## config.mk

```make
export PLATFORM = sky130hd
export DESIGN_NAME = serial_subtractor
export DESIGN_NICKNAME = d
export VERILOG_FILES = /design/src/rtl/serial_subtractor.sv
export SDC_FILE = /design/constraint.sdc
export NUM_CORES = 1
export LEC_CHECK = 0
export BUFFER_PORTS_ARGS = -buffer_cell sky130_fd_sc_hd__buf_2
export CAP_MARGIN = 5
export CORE_MARGIN = 2
export CORE_UTILIZATION = 40
export DETAILED_ROUTE_END_ITERATION = 10
export HOLD_SLACK_MARGIN = 0.06
export SYNTH_ARGS = -nofsm -noshare
export SYNTH_HDL_FRONTEND = slang
export SYNTH_SLANG_ARGS = --single-unit
```

## constraint.sdc

```tcl
create_clock -name clk -period 2.35 [get_ports clk]
set_input_delay 0.235 -clock clk [delete_from_list [all_inputs] [get_ports clk]]
set_output_delay 0.235 -clock clk [all_outputs]
set_load 0.01 [all_outputs]
```

## src/rtl/serial_subtractor.sv

```systemverilog
// Bit-serial subtractor: computes a - b - bin LSB first, one bit per clock, WIDTH cycles per operation.
// Optional signed-overflow output is enabled by defining SERIAL_SUBTRACTOR_OVF_EN.
module serial_subtractor #(
    parameter int WIDTH = 8
) (
    input  logic             clk,
    input  logic             rst,
    input  logic             start,
    input  logic [WIDTH-1:0] a,
    input  logic [WIDTH-1:0] b,
    input  logic             bin,
    output logic             busy,
    output logic             done,
    output logic [WIDTH-1:0] diff,
    output logic             bout
`ifdef SERIAL_SUBTRACTOR_OVF_EN
    ,
    output logic             ovf
`endif
);

    localparam int CW = $clog2(WIDTH) + 1;

    typedef enum logic [1:0] {
        IDLE = 2'd0,
        RUN  = 2'd1,
        DONE = 2'd2
    } state_t;

    state_t           state_reg, state_next;
    logic [WIDTH-1:0] a_sh_reg, b_sh_reg, res_sh_reg;
    logic [WIDTH-1:0] res_sh_next;
    logic [WIDTH-1:0] diff_reg;
    logic [CW-1:0]    cnt_reg;
    logic             br_reg, br_next;
    logic             bout_reg;
    logic             d_bit, ai, bi;
    logic             accept, last_bit;
`ifdef SERIAL_SUBTRACTOR_OVF_EN
    logic             ovf_reg;
`endif

    assign accept   = start && (state_reg == IDLE || state_reg == DONE);
    assign last_bit = (cnt_reg == CW'(WIDTH - 1));

    // Full-subtractor cell on the current LSBs of the operand shift registers.
    assign ai          = a_sh_reg[0];
    assign bi          = b_sh_reg[0];
    assign d_bit       = ai ^ bi ^ br_reg;
    assign br_next     = (~ai & bi) | (~(ai ^ bi) & br_reg);
    assign res_sh_next = (res_sh_reg >> 1) | (WIDTH'(d_bit) << (WIDTH - 1));

    always_comb begin
        state_next = state_reg;
        case (state_reg)
            IDLE:    if (start) state_next = RUN;
            RUN:     if (last_bit) state_next = DONE;
            DONE:    state_next = start ? RUN : IDLE;
            default: state_next = IDLE;
        endcase
    end

    always_ff @(posedge clk) begin
        if (rst) begin
            state_reg  <= IDLE;
            a_sh_reg   <= '0;
            b_sh_reg   <= '0;
            res_sh_reg <= '0;
            diff_reg   <= '0;
            cnt_reg    <= '0;
            br_reg     <= 1'b0;
            bout_reg   <= 1'b0;
`ifdef SERIAL_SUBTRACTOR_OVF_EN
            ovf_reg    <= 1'b0;
`endif
        end else begin
            state_reg <= state_next;
            if (accept) begin
                a_sh_reg   <= a;
                b_sh_reg   <= b;
                br_reg     <= bin;
                cnt_reg    <= '0;
                res_sh_reg <= '0;
            end else if (state_reg == RUN) begin
                a_sh_reg   <= a_sh_reg >> 1;
                b_sh_reg   <= b_sh_reg >> 1;
                br_reg     <= br_next;
                cnt_reg    <= cnt_reg + 1'b1;
                res_sh_reg <= res_sh_next;
                // Publish the result as DONE is entered; held until the next completion.
                if (last_bit) begin
                    diff_reg <= res_sh_next;
                    bout_reg <= br_next;
`ifdef SERIAL_SUBTRACTOR_OVF_EN
                    ovf_reg  <= br_reg ^ br_next;
`endif
                end
            end
        end
    end

    assign busy = (state_reg == RUN);
    assign done = (state_reg == DONE);
    assign diff = diff_reg;
    assign bout = bout_reg;
`ifdef SERIAL_SUBTRACTOR_OVF_EN
    assign ovf  = ovf_reg;
`endif

endmodule

```

# [Word-level counts from Yosys, hierarchy flattened]
# Cells that the tools add are included.
[totals] ff_bits=40 inputBits=20 output_inout_bits=11 wordCells=40
[classes] eq_ne=5 n_addsub=1 muxes=10 n_reduce_logical=7 bitwise_logic=9
[ops] cell="$mux 8" n=4
[ops] cell="$or 7x8->8" n=1
[ops] cell="$pmux 2 s3" n=1
[ops] cell="$add 4x1->4 const B" n=1
[ops] cell="$eq 4x3->1 const B" n=1
[ops] cell="$mux 2" n=2
[ops] cell="$mux 1" n=3
[ops] cell="$not 1->1" n=3
[ops] cell="$reduce_and 3->1" n=1
[ops] cell="$and 1x1->1" n=2
[ops] cell="$eq 2x1->1 const B" n=1
[ops] cell="$eq 2x2->1 const B" n=1
[ops] cell="$logic_not 2->1" n=1
[ops] cell="$ne 2x1->1 const B" n=1
[ops] cell="$ne 2x2->1 const B" n=1
[ops] cell="$reduce_and 2->1" n=1
[ops] cell="$reduce_bool 2->1" n=1
[ops] cell="$reduce_or 2->1" n=1
[ops] cell="$xor 1x1->1" n=2
[ops] cell="$logic_and 1x1->1" n=1
[ops] cell="$logic_or 1x1->1" n=1
[ops] cell="$or 1x1->1" n=1

# [Depth between registers and ports, before layout]
[logic_depth] ltp_word=6 ltp_mapped=7 depth_no_buf=4

# [Worst setup path after synthesis]
# OpenSTA, ideal clock, no wires.
[synth_timing] path_kind="register to register" startpoint="reg cnt_reg[0]" endpoint="reg bout_reg, in the netlist bout" t_required_ns=2.259 setup_time_ns=0.091 arrival_ns=1.106 setup_slack_ns=1.153 synth_period_minus_slack_ns=1.197 n_path_buf=1 stages_incl_launch_ff=6 path_cell_list="dfxtp_1 > ha_1 > and3b_1 > buf_2 > a21oi_1 > a311oi_1"
[synth_between] elab_chain_len=2
[synth_lines] element="start, declared" line="34" rtl="logic [CW-1:0] cnt_reg;"
[synth_lines] element="start signal, assigned" line="88" rtl="cnt_reg <= cnt_reg + 1'b1;"
[synth_lines] element="$eq 4x3->1" line="44" rtl="assign last_bit = (cnt_reg == CW'(WIDTH - 1));"
[synth_lines] element="$reduce_and 3->1 (no line)"
[synth_lines] element="end signal, assigned" line="93" rtl="bout_reg <= br_next;"
[synth_lines] element="end, declared" line="36" rtl="logic bout_reg;"
# No other way between the ends.
# A chain may end at the register's enable or synchronous reset.

# [Worst setup path after layout]
[layout_timing] startpoint="reg state_reg[1]" endpoint="out busy"
[layout_between] elab_chain_len=1
[layout_lines] element="start, declared" line="30" rtl="state_t state_reg, state_next;"
[layout_lines] element="start signal, assigned" line="77" rtl="state_reg <= state_next;"
[layout_lines] element="$eq 2x1->1" line="102" rtl="assign busy = (state_reg == RUN);"
[layout_lines] element="end, declared" line="12" rtl="output logic busy,"
# No other way between the ends.

==> flow_metrics.py <==
metrics = {
    "pwr": {
        "report.power.total_uw": 1300,
        "power.density_nw_per_um2": 729,
        "p_leak_uw": 0.000683,
        "ir_drop_mv": 0.383,
    },
    "global_routing": {
        "grt_pass1_wl_mm": 5.41,
        "grt_pass1_vias": 1250,
        "grt_max_degree": 39,
        "grtUsageTotal_pct": 16.1,
        "grt_overflow": 0,
        "antenna_found_initial": 0,
    },
    "yosys": {
        "synth.area.top_cells": "dfxtp_1 49%, a21oi_1 7.0%, nand2_1 6.4%",
        "yosysSeqAreaShare_pct": 49.5,
        "synth_warnings": 0,
        "syn_avg_cell_area_sq_um": 8.67,
        "syn_nets": 204,
        "yosysTopAreaCell": "dfxtp_1",
        "synth_edf_count": 0,
        "yosysMostFrequentCell": "dfxtp_1",
        "syn_inst": 182,
        "synthFlopType": "dfxtp_1",
        "synth-async-reset-ratio_pct": 0,
        "synth_top_area_share_pct": 49.5,
        "synth_area_sq_um": 1580,
        "synth-seq-cells": 39,
        "yosysUniqueCellTypes": 30,
        "ys_top_cells_by_count": "39 x dfxtp_1, 27 x nand2_1, 22 x a21oi_1",
    },
    "timing": {
        "final_hold_viol_count": 0,
        "slew_headroom_pct": 67.9,
        "rsz0062_at_grt": "no",
        "clock-skew-final_ns": 0.00376,
        "fin_setup_tns_ns": 0,
        "fmax_mhz": 644,
        "slew_violations": 0,
        "setup_viol": 0,
        "fin_crit_ns": 1.55,
        "worst_pin_slew_ns": 0.482,
        "min_period_over_period_pct": 66.0,
    },
    "detailed_routing": {
        "drtPass1Iterations": 4,
        "routedWlPerCell_um": 12.9,
        "vias": 1318,
        "dr.max_layer_used": "met3",
        "met1Wirelength_mm": 1.54,
        "final_antenna_net_count": 0,
        "dr_wl_met2_mm": 1.54,
        "drt_iter0_markers": 60,
        "drc": 0,
        "wirelength_mm": 3.27,
        "met3WireLength_um": 184,
        "viasPerCell": 5.19,
    },
    "setup_path": {
        "max_stage_delay_ns": 0.33,
        "critPathTopFamily": "buffers and inverters",
        "reg2reg_from": "cnt_reg[0]",
        "cp.required_ns": 2.12,
        "slowest_stage": "dfxtp_1",
        "crit_chain": "nand2b_1, inv_4, buf_2",
        "crit_arrival_ns": 1.32,
        "criticalPathCategory": "reg2out",
        "critPathLaunch": "state_reg[1]",
        "cp-end-kind": "primary output",
        "critPathMaxFanout": 38,
        "critPathLaunchType": "register",
        "cp.buffers_inverters": 2,
    },
    "finish": {
        "nNetsFinal": 228,
        "fill_cells": 386,
        "drive_gt1_share_pct": 19.9,
        "area_growth_pct": 13.3,
        "fin_util_pct": 48.1,
        "antenna_cells": 0,
        "final_cell_area_sq_um": 1790,
    },
    "floorplan": {
        "die_width_um": 66.8,
        "io_pins": 31,
        "num_rows": 22,
        "start_util_pct": 42.5,
        "die_h_um": 66.8,
        "die-area_sq_um": 4460,
        "coreArea_sq_um": 3720,
    },
    "cts": {
        "cts_sinks": 39,
        "cts_max_level": 2,
        "cts_tree": "done",
        "cts_resized": 0,
        "numCtsBuffers": 5,
        "clk_pin_slew_ns": 0.07,
        "ctsRootBufferMaster": "clkbuf_8",
        "insertion_delay_ns": 0.28,
        "clockBufferDepth": 2,
        "cts_hold_buf": 0,
        "cts_setup_buffers": 0,
    },
    "run": {
        "drv_cap": 0,
    },
    "placement": {
        "hpwl_mm": 2.25,
        "place.gp.congestion": 0.724,
        "post_dp_cell_area_sq_um": 1700,
        "io_buffers": 30,
    },
    "run_status": {
        "run_status": "completed",
    },
    "min_path": {
        "worstHoldStart": "a[1]",
        "hold_path_class": "in2reg",
    },
}
cell families (layout without fill, tap and decap cells):
group                      after synthesis  after routing  synth area share [%]
adders and majority gates                2              2                  2.06
AOI/OAI and AO/OA                       54             54                  19.4
DFF                                     39             39                  49.5
buffers and inverters                   19             43                  7.61
xor gates and xnor gates                 2              2                  1.11
muxes                                    2              2                  1.27
and+or+nand+nor                         64             64                  19.0
worst min-delay path, stage by stage:
cell and delay [ns]:
buf_2 0.08, a22oi_1 0.06, a21oi_1 0.11
path summary, 6_finish.rpt:
path,endpoint,slack (ns),cells past startpoint
worst min-delay path,a_sh_reg[1],0.23,3
worst max register to register,bout,0.97,4
worst min register to register,res_sh_reg[1],0.46,2
worst max-delay path,busy,0.80,3
power by group:
| part | internal, uW | switching, uW | leakage, uW |
|---|---|---|---|
| combinational | 55.1 | 90.5 | 0.000318 |
| clock | 230 | 219 | 0.0000470 |
| sequential | 691 | 16.7 | 0.000318 |
metal layers:
layer	vias up	track usage [%]
li1	684	-
met1	599	18.9
met2	35	27.6
met3	0	3.89
met4	0	6.89
met5	-	0
stage by stage:
stage,cells,setup WS [ns],hold WS [ns]
after detailed placement,247,0.980,0.455
after global placement,247,1.02,0.447
after CTS,254,0.784,0.227
final,254,0.798,0.231
after floorplan,182,1.15,0.307
after global routing,254,0.699,0.243
final cells by class:
class | instances | area [sq um] | share of cell area, %
well taps | 48 | 60.1 | 3.36
multi-input cells | 124 | 677 | 37.9
clock inverters | 1 | 5.00 | 0.280
clock buffers | 6 | 82.6 | 4.62
inverters | 4 | 17.5 | 0.980
repair buffers | 32 | 165 | 9.24
flip-flops and latches | 39 | 781 | 43.7
layout by cell type, fill, tap and decap left out, types with 3 or more instances in the layout:
cell type,instances
inv_1,3
a22oi_1,3
o21ai_0,15
o22ai_1,5
dfxtp_1,39
nor2_1,3
buf_2,30
nand3_1,12
nor3_1,14
clkbuf_8,6
nand2_1,27
a21oi_1,22
a31oi_1,6
No activity file was read; power rests on OpenSTA's default activity.
